<file path="src/rtl/cpu_clk_ctrl.sv">
// CPU run-control: turns a free-running prescaler into a one-clk cpu_ce pulse.
// The pulse is scheduled by a HALT/RUN/STEP/BURST mode machine, and a
// retired-cycle counter tracks how many pulses have been issued.
module cpu_clk_ctrl #(
   parameter int DIV_FAST = 3,
   parameter int DIV_SLOW = 25,
   parameter int CNT_W    = 32,
   parameter int BL_W     = 16
) (
   input  logic              clk,
   input  logic              rst_n,
   input  logic              run_sw,
   input  logic              slow_sw,
   input  logic              step,
   input  logic              burst_go,
   input  logic [BL_W-1:0]   burst_len,
   input  logic              halt_req,
   input  logic              clr_cnt,
   output logic              cpu_ce,
   output logic [CNT_W-1:0]  cycle_cnt,
   output logic [BL_W-1:0]   burst_left,
   output logic [1:0]        state,
   output logic              busy
);

   typedef enum logic [1:0] {
      S_HALT  = 2'b00,
      S_RUN   = 2'b01,
      S_STEP  = 2'b10,
      S_BURST = 2'b11
   } state_t;

   localparam logic [31:0] MASK_FAST = (32'd1 << DIV_FAST) - 32'd1;
   localparam logic [31:0] MASK_SLOW = (32'd1 << DIV_SLOW) - 32'd1;

   logic [31:0]     presc;
   logic [31:0]     mask;
   logic            slow_q;
   logic            step_q;
   logic            step_rise;
   logic            tick;
   state_t          st_q, st_d;
   logic            ce_d;
   logic [BL_W-1:0] bl_d;

   assign mask  = slow_q ? MASK_SLOW : MASK_FAST;
   assign tick  = (presc & mask) == mask;
   assign state = st_q;

   // A step held high for several cycles must only retire one CPU cycle,
   // so act on its rising edge only.
   assign step_rise = step & ~step_q;

   // Prescaler; restarts from zero when the registered rate select changes
   // so the first tick at the new rate is a full period away.
   always_ff @(posedge clk) begin
      if (!rst_n) begin
         presc  <= '0;
         slow_q <= 1'b0;
      end else begin
         slow_q <= slow_sw;
         if (slow_sw != slow_q) presc <= '0;
         else                   presc <= presc + 32'd1;
      end
   end

   // Next mode, next pulse and next burst count.
   always_comb begin
      st_d = st_q;
      ce_d = 1'b0;
      bl_d = burst_left;
      unique case (st_q)
         S_HALT: begin
            if (halt_req) begin
               st_d = S_HALT;
            end else if (run_sw) begin
               st_d = S_RUN;
            end else if (burst_go && burst_len != '0) begin
               st_d = S_BURST;
               bl_d = burst_len;
            end else if (step_rise) begin
               st_d = S_STEP;
               ce_d = 1'b1;
            end
         end
         S_STEP: begin
            st_d = S_HALT;
         end
         S_RUN: begin
            ce_d = tick & run_sw & ~halt_req;
            if (!run_sw || halt_req) st_d = S_HALT;
         end
         S_BURST: begin
            if (halt_req) begin
               st_d = S_HALT;
            end else if (tick) begin
               ce_d = 1'b1;
               bl_d = burst_left - BL_W'(1);
               if (burst_left == BL_W'(1)) st_d = S_HALT;
            end
         end
         default: st_d = S_HALT;
      endcase
   end

   // Mode register and registered outputs; busy tracks the mode on the same edge.
   always_ff @(posedge clk) begin
      if (!rst_n) begin
         st_q       <= S_HALT;
         cpu_ce     <= 1'b0;
         burst_left <= '0;
         busy       <= 1'b0;
         step_q     <= 1'b0;
      end else begin
         st_q       <= st_d;
         cpu_ce     <= ce_d;
         burst_left <= bl_d;
         busy       <= (st_d != S_HALT);
         step_q     <= step;
      end
   end

   // Retired-cycle counter; a clear beats a coincident pulse.
   always_ff @(posedge clk) begin
      if (!rst_n)      cycle_cnt <= '0;
      else if (clr_cnt) cycle_cnt <= '0;
      else if (cpu_ce)  cycle_cnt <= cycle_cnt + CNT_W'(1);
   end

endmodule

</file>
<file path="config.mk">
export PLATFORM = sky130hd
export DESIGN_NAME = cpu_clk_ctrl
export DESIGN_NICKNAME = d
export VERILOG_FILES = /design/src/rtl/cpu_clk_ctrl.sv
export SDC_FILE = /design/constraint.sdc
export NUM_CORES = 1
export LEC_CHECK = 0
export BUFFER_PORTS_ARGS = -buffer_cell sky130_fd_sc_hd__clkbuf_2
export CORE_MARGIN = 3
export CORE_UTILIZATION = 25
export DETAILED_ROUTE_END_ITERATION = 6
export SLEW_MARGIN = 20
export SYNTH_ARGS = -nofsm -noshare
export SYNTH_HDL_FRONTEND = slang
export SYNTH_SLANG_ARGS = --single-unit
</file>
<file path="constraint.sdc">
create_clock -name clk -period 2.7 [get_ports clk]
set_input_delay 0.54 -clock clk [delete_from_list [all_inputs] [get_ports clk]]
set_output_delay 0.54 -clock clk [all_outputs]
set_load 0.03 [all_outputs]
</file>
[Word-level counts from Yosys, hierarchy flattened]
Index checks and enable logic that the tools add are counted.
Operators by class
  reductions and logical operators: 10
  equality and inequality tests: 11
  bitwise gates (word level): 7
  add/sub/neg operators: 3
  multiplexer cells: 23
Operator list (count)
  16-bit 2-to-1 mux: 5
  32-bit by 1-bit adder with 32-bit output, second input constant: 2
  32-bit by 25-bit AND with 32-bit output: 1
  32-bit by 25-bit == test with 1-bit output: 1
  16-bit one-hot mux with 2 select lines: 1
  25-bit 2-to-1 mux: 1
  16-bit by 1-bit == test with 1-bit output, second input constant: 1
  2-bit 2-to-1 mux: 8
  16-bit nonzero test: 1
  16-bit by 1-bit subtractor with 16-bit output, second input constant: 1
  2-bit inequality test, second input constant: 5
  2-bit one-hot mux with 4 select lines: 1
  1-bit 2-to-1 mux: 6
  6-bit AND reduction: 1
  2-bit == test, second input constant: 2
  2-bit nonzero test: 2
  2-bit OR reduction: 2
  1-bit AND: 3
  1-bit inverter: 3
  1-bit one-hot mux with 3 select lines: 1
  2-bit by 1-bit == test with 1-bit output, second input constant: 1
  2-bit logical NOT: 1
  1-bit logical AND: 1
  1-bit logical NOT: 1
  other kinds (2): 2
Word-level totals
  register bits after elaboration: 86
  output and inout bits: 52
  input bits: 24

[Logic depth before layout (Yosys ltp)]
  depth after elaboration: 8
  gate-level depth with buffers: 8

[Least setup slack after synthesis]
OpenSTA, ideal clock, no wires.
  path kind: reg-to-reg
  from: reg presc[0]
  to: reg burst_left[10]
  cell stages (with the launch flop): 9
  library setup time: 0.125 ns
  setup slack: 0.596 ns
  arrival: 1.978 ns
  clock period less this slack: 2.104 ns
  cells stage by stage: dfxtp_1 > ha_1 > nand4_4 > nor4_4 > a21oi_2 > o31a_1 > buf_2 > a211oi_1 > o22ai_1
On the way
  word-level cells in the longest chain between the ends: 4
RTL lines
  start: declaration: line 36  | logic [31:0] presc;
  start signal: assignment: line 63  | else presc <= presc + 32'd1;
  32-bit by 25-bit AND with 32-bit output: line 47  | assign tick = (presc & mask) == mask;
  32-bit by 25-bit == test with 1-bit output: line 47
  2-bit inequality test (no line)
  6-bit AND reduction (no line)
  end signal: assignment: line 117  | burst_left <= bl_d;
  end: declaration: line 21  | output logic [BL_W-1:0] burst_left,
No other way between the ends.
A chain may end at the register's enable or synchronous reset.

[Worst setup path in the final report]
  from: reg burst_left[10]
  to: reg busy
On the way
  word-level cells in the longest chain between the ends: 6
RTL lines
  16-bit by 1-bit == test with 1-bit output: line 99  | if (burst_left == BL_W'(1)) st_d = S_HALT;
  2-bit 2-to-1 mux: line 99
  2-bit 2-to-1 mux: line 96  | end else if (tick) begin
  2-bit 2-to-1 mux: line 94  | if (halt_req) begin
  2-bit one-hot mux with 4 select lines: line 72  | unique case (st_q)
  2-bit nonzero test: line 118  | busy <= (st_d != S_HALT);
  end signal: assignment: line 118
  end: declaration: line 23  | output logic busy
No other way between the ends.

==> results.toml <==
[route]
via_per_inst = 4.99
vias = 3618
drtIter0Drc = 236
ant_nets = 0
wl_per_cell_um = 13.4
drt-pass1-iter-count = 4
wirelength_um = 9730
drc = 0

[yosys]
syn-num-nets = 491
ys.flop_type = "dfxtp_1"
netlist_area_mm2 = 0.00382
ys_ff_latch = 79
async_flop_share = 0
synth-adder-area-share = 0.0131
yosys-mux-area-fraction = 0.00262
yosys_warnings = 0
synth_compound_area_frac = 0.156
yosysSeqAreaShare = 0.413
synth_cells = 463
synth_edf_count = 0
synthXorXnorAreaFrac = 0.101
avgSynthCellArea_um2 = 8.26
synth.distinct_cells = 50
synth-simple-area-share = 0.284
synth_top_family_by_area = "simple AND/OR/NAND/NOR gates"

[sta]
setup_slack_ns = 0.476
rsz0062_at_grt = "no"
fin_setup_tns_ns = 0
max_slew_margin = 0.474
min_period_over_period = 0.824
setup_viol = 0
min_period_ns = 2.22
hold_viol_final = 0
slew_violations = 0
finClkSkew_ns = 0.0103
tightest_slew_ns = 0.783
timing.fmax_mhz = 450

[pwr]
ir_drop_uv = 289
p_comb_frac = 0.107
p_sw_frac = 0.265
power.switching_mw = 0.689
seq_power_share = 0.469
clkPwrFrac = 0.425
p_leak_nw = 1.80
power_density_mw_per_mm2 = 556
p_int_mw = 1.91

[global_routing]
use_met3 = 0.0344
grt_pass1_wl_um = 15700
grt_busiest_layer = "met2"
grt_overflow_total = 0
track_usage = 0.116
use_met1 = 0.154
antenna_found_initial = 0
met2_usage = 0.179
grt_pass1_vias = 3273
grt_max_degree = 36

[flow_run]
drv_cap = 0

[floorplanning]
num_rows = 44
die_y_um = 130
io-pin-count = 76
core_area_mm2 = 0.0148
die_w_um = 130
die-area_mm2 = 0.0168
initial_core_util = 0.259

[clock_tree]
cts.htree.levels = 3
cts_hold_buf = 0
cts.sinks = 79
cts.clk_slew.worst_paths_ns = 0.06
cts.repair.resized = 0
cts_root_buf = "clkbuf_16"
cts.path.max_buffers = 2
numCtsBuffers = 9
clk_latency_ns = 0.34
post_cts_buffers = 0
tritoncts = "yes"

[worst_setup_path]
cp.arrival_ns = 2.45
cp-start-kind = "flop"
crit_required_ns = 2.93
worstSetupEndpointType = "flop"
critPathMaxFanout = 7
worstSetupPathType = "flop to flop"

[placed_design]
dp_slack_ns = 0.301
portBuffers = 75
dp_hpwl_um = 7060
gp_congestion = 0.818

[cells_and_area]
layout_commonest_cell = "dfxtp_1"
num-nets-final = 566
layout-drive-gt1-share = 0.192
layout_common_cells = "dfxtp_1 (79), clkbuf_2 (75), nor2_1 (60)"
final_util = 0.317
num_antenna_cells = 0
area_delta_synth_final_pct = 22.2
fillers = 1561

[min_path]
worstHoldPathType = "input port to flop"

[run_status]
outcome = "complete, no violations"
[synth_stat cells, drive strengths merged, types with 3 or more instances]
| library cell | number | share of area |
|---|---|---|
| dfxtp | 79 | 0.41 |
| nor2 | 60 | 0.059 |
| nand2 | 48 | 0.048 |
| o21ai | 34 | 0.044 |
| xor2 | 23 | 0.053 |
| a21oi | 22 | 0.030 |
| nand3 | 21 | 0.027 |
| xnor2 | 21 | 0.048 |
| clkbuf | 17 | 0.017 |
| or3 | 16 | 0.026 |
| and3 | 15 | 0.025 |
| nand4 | 15 | 0.030 |
| nor3 | 10 | 0.013 |
| inv | 8 | 0.0079 |
| nor4 | 8 | 0.017 |
| and4 | 7 | 0.016 |
| o31ai | 7 | 0.017 |
| and2 | 5 | 0.0082 |
| a31o | 4 | 0.0092 |
| a31oi | 4 | 0.0065 |
| ha | 4 | 0.013 |
| o211ai | 4 | 0.0079 |
| o311ai | 4 | 0.0092 |
| buf | 3 | 0.0056 |
| nor2b | 3 | 0.0049 |
[worst paths after layout]
kind                                     start       end  slack, ns  cells past startpoint
worst max-delay path            burst_left[10]      busy       0.48                      6
worst max register to register  burst_left[10]      busy       0.48                      6
worst min-delay path                      step    step_q       0.43                      2
worst min register to register        presc[0]  presc[0]       0.47                      1
[critical path, stage by stage, from the launching register on]
cell	delay [ns]
dfxtp_1	0.37
or3_1	0.45
or2_1	0.26
or3_1	0.39
nor3_1	0.32
o31ai_1	0.13
o21a_1	0.20
[power by group through the flow]
stage | combinational [mW] | sequential (mW) | clock (mW)
2_1_floorplan | 0.153 | 1.27 | 0
3_3_place_gp | 0.272 | 1.24 | 0
3_5_place_dp | 0.275 | 1.24 | 0
4_1_cts | 0.276 | 1.22 | 1.14
5_1_grt | 0.302 | 1.22 | 1.19
6_report | 0.278 | 1.22 | 1.10
[sequential cells by signal (all words and copies together), names as in the netlist]
| name | flops |
|---|---|
| busy | 1 |
| cpu_ce | 1 |
| step_q | 1 |
| presc | 25 |
| burst_left | 16 |
| cycle_cnt | 32 |
| state | 2 |
| slow_q | 1 |
[cells by family (layout without fill, tap and decap cells)]
logic type                 Yosys count  count (layout)
adders and majority gates            4               4
and+or+nand+nor                    213             213
muxes                                1               1
DFF                                 79              79
xor gates and xnor gates            44              44
buffers and inverters               28             106
AOI/OAI and AO/OA                   94              94
[routing by layer]
layer	wire, um	vias to the layer above	part of all wire
met4	145	0	0.015
met3	525	12	0.054
li1	-	1808	-
met2	4450	96	0.46
met1	4610	1702	0.47
met5	0	-	0
[cell type report]
type / instances / area, um^2 / share of cell area
clock buffer: 10 / 239 / 0.0511
clock inverter: 4 / 23.8 / 0.00508
inverter: 8 / 30.0 / 0.00642
multi-input combinational: 356 / 2130 / 0.455
sequential: 79 / 1580 / 0.338
tap: 184 / 230 / 0.0492
timing repair buffer: 84 / 443 / 0.0947
[through the flow]
| step | hold WS, ns | power (mW) | area, um^2 | instances |
|---|---|---|---|---|
| CTS | 0.414 | 2.63 | 4680 | 725 |
| floorplan | 0.430 | 1.43 | 3820 | 463 |
| global placement | 0.442 | 1.51 | 4410 | 711 |
| global route | 0.419 | 2.71 | 4680 | 725 |
| detailed placement | 0.456 | 1.52 | 4410 | 711 |
| finish | 0.427 | 2.60 | 4680 | 725 |
(Power assumes the default switching activity.)
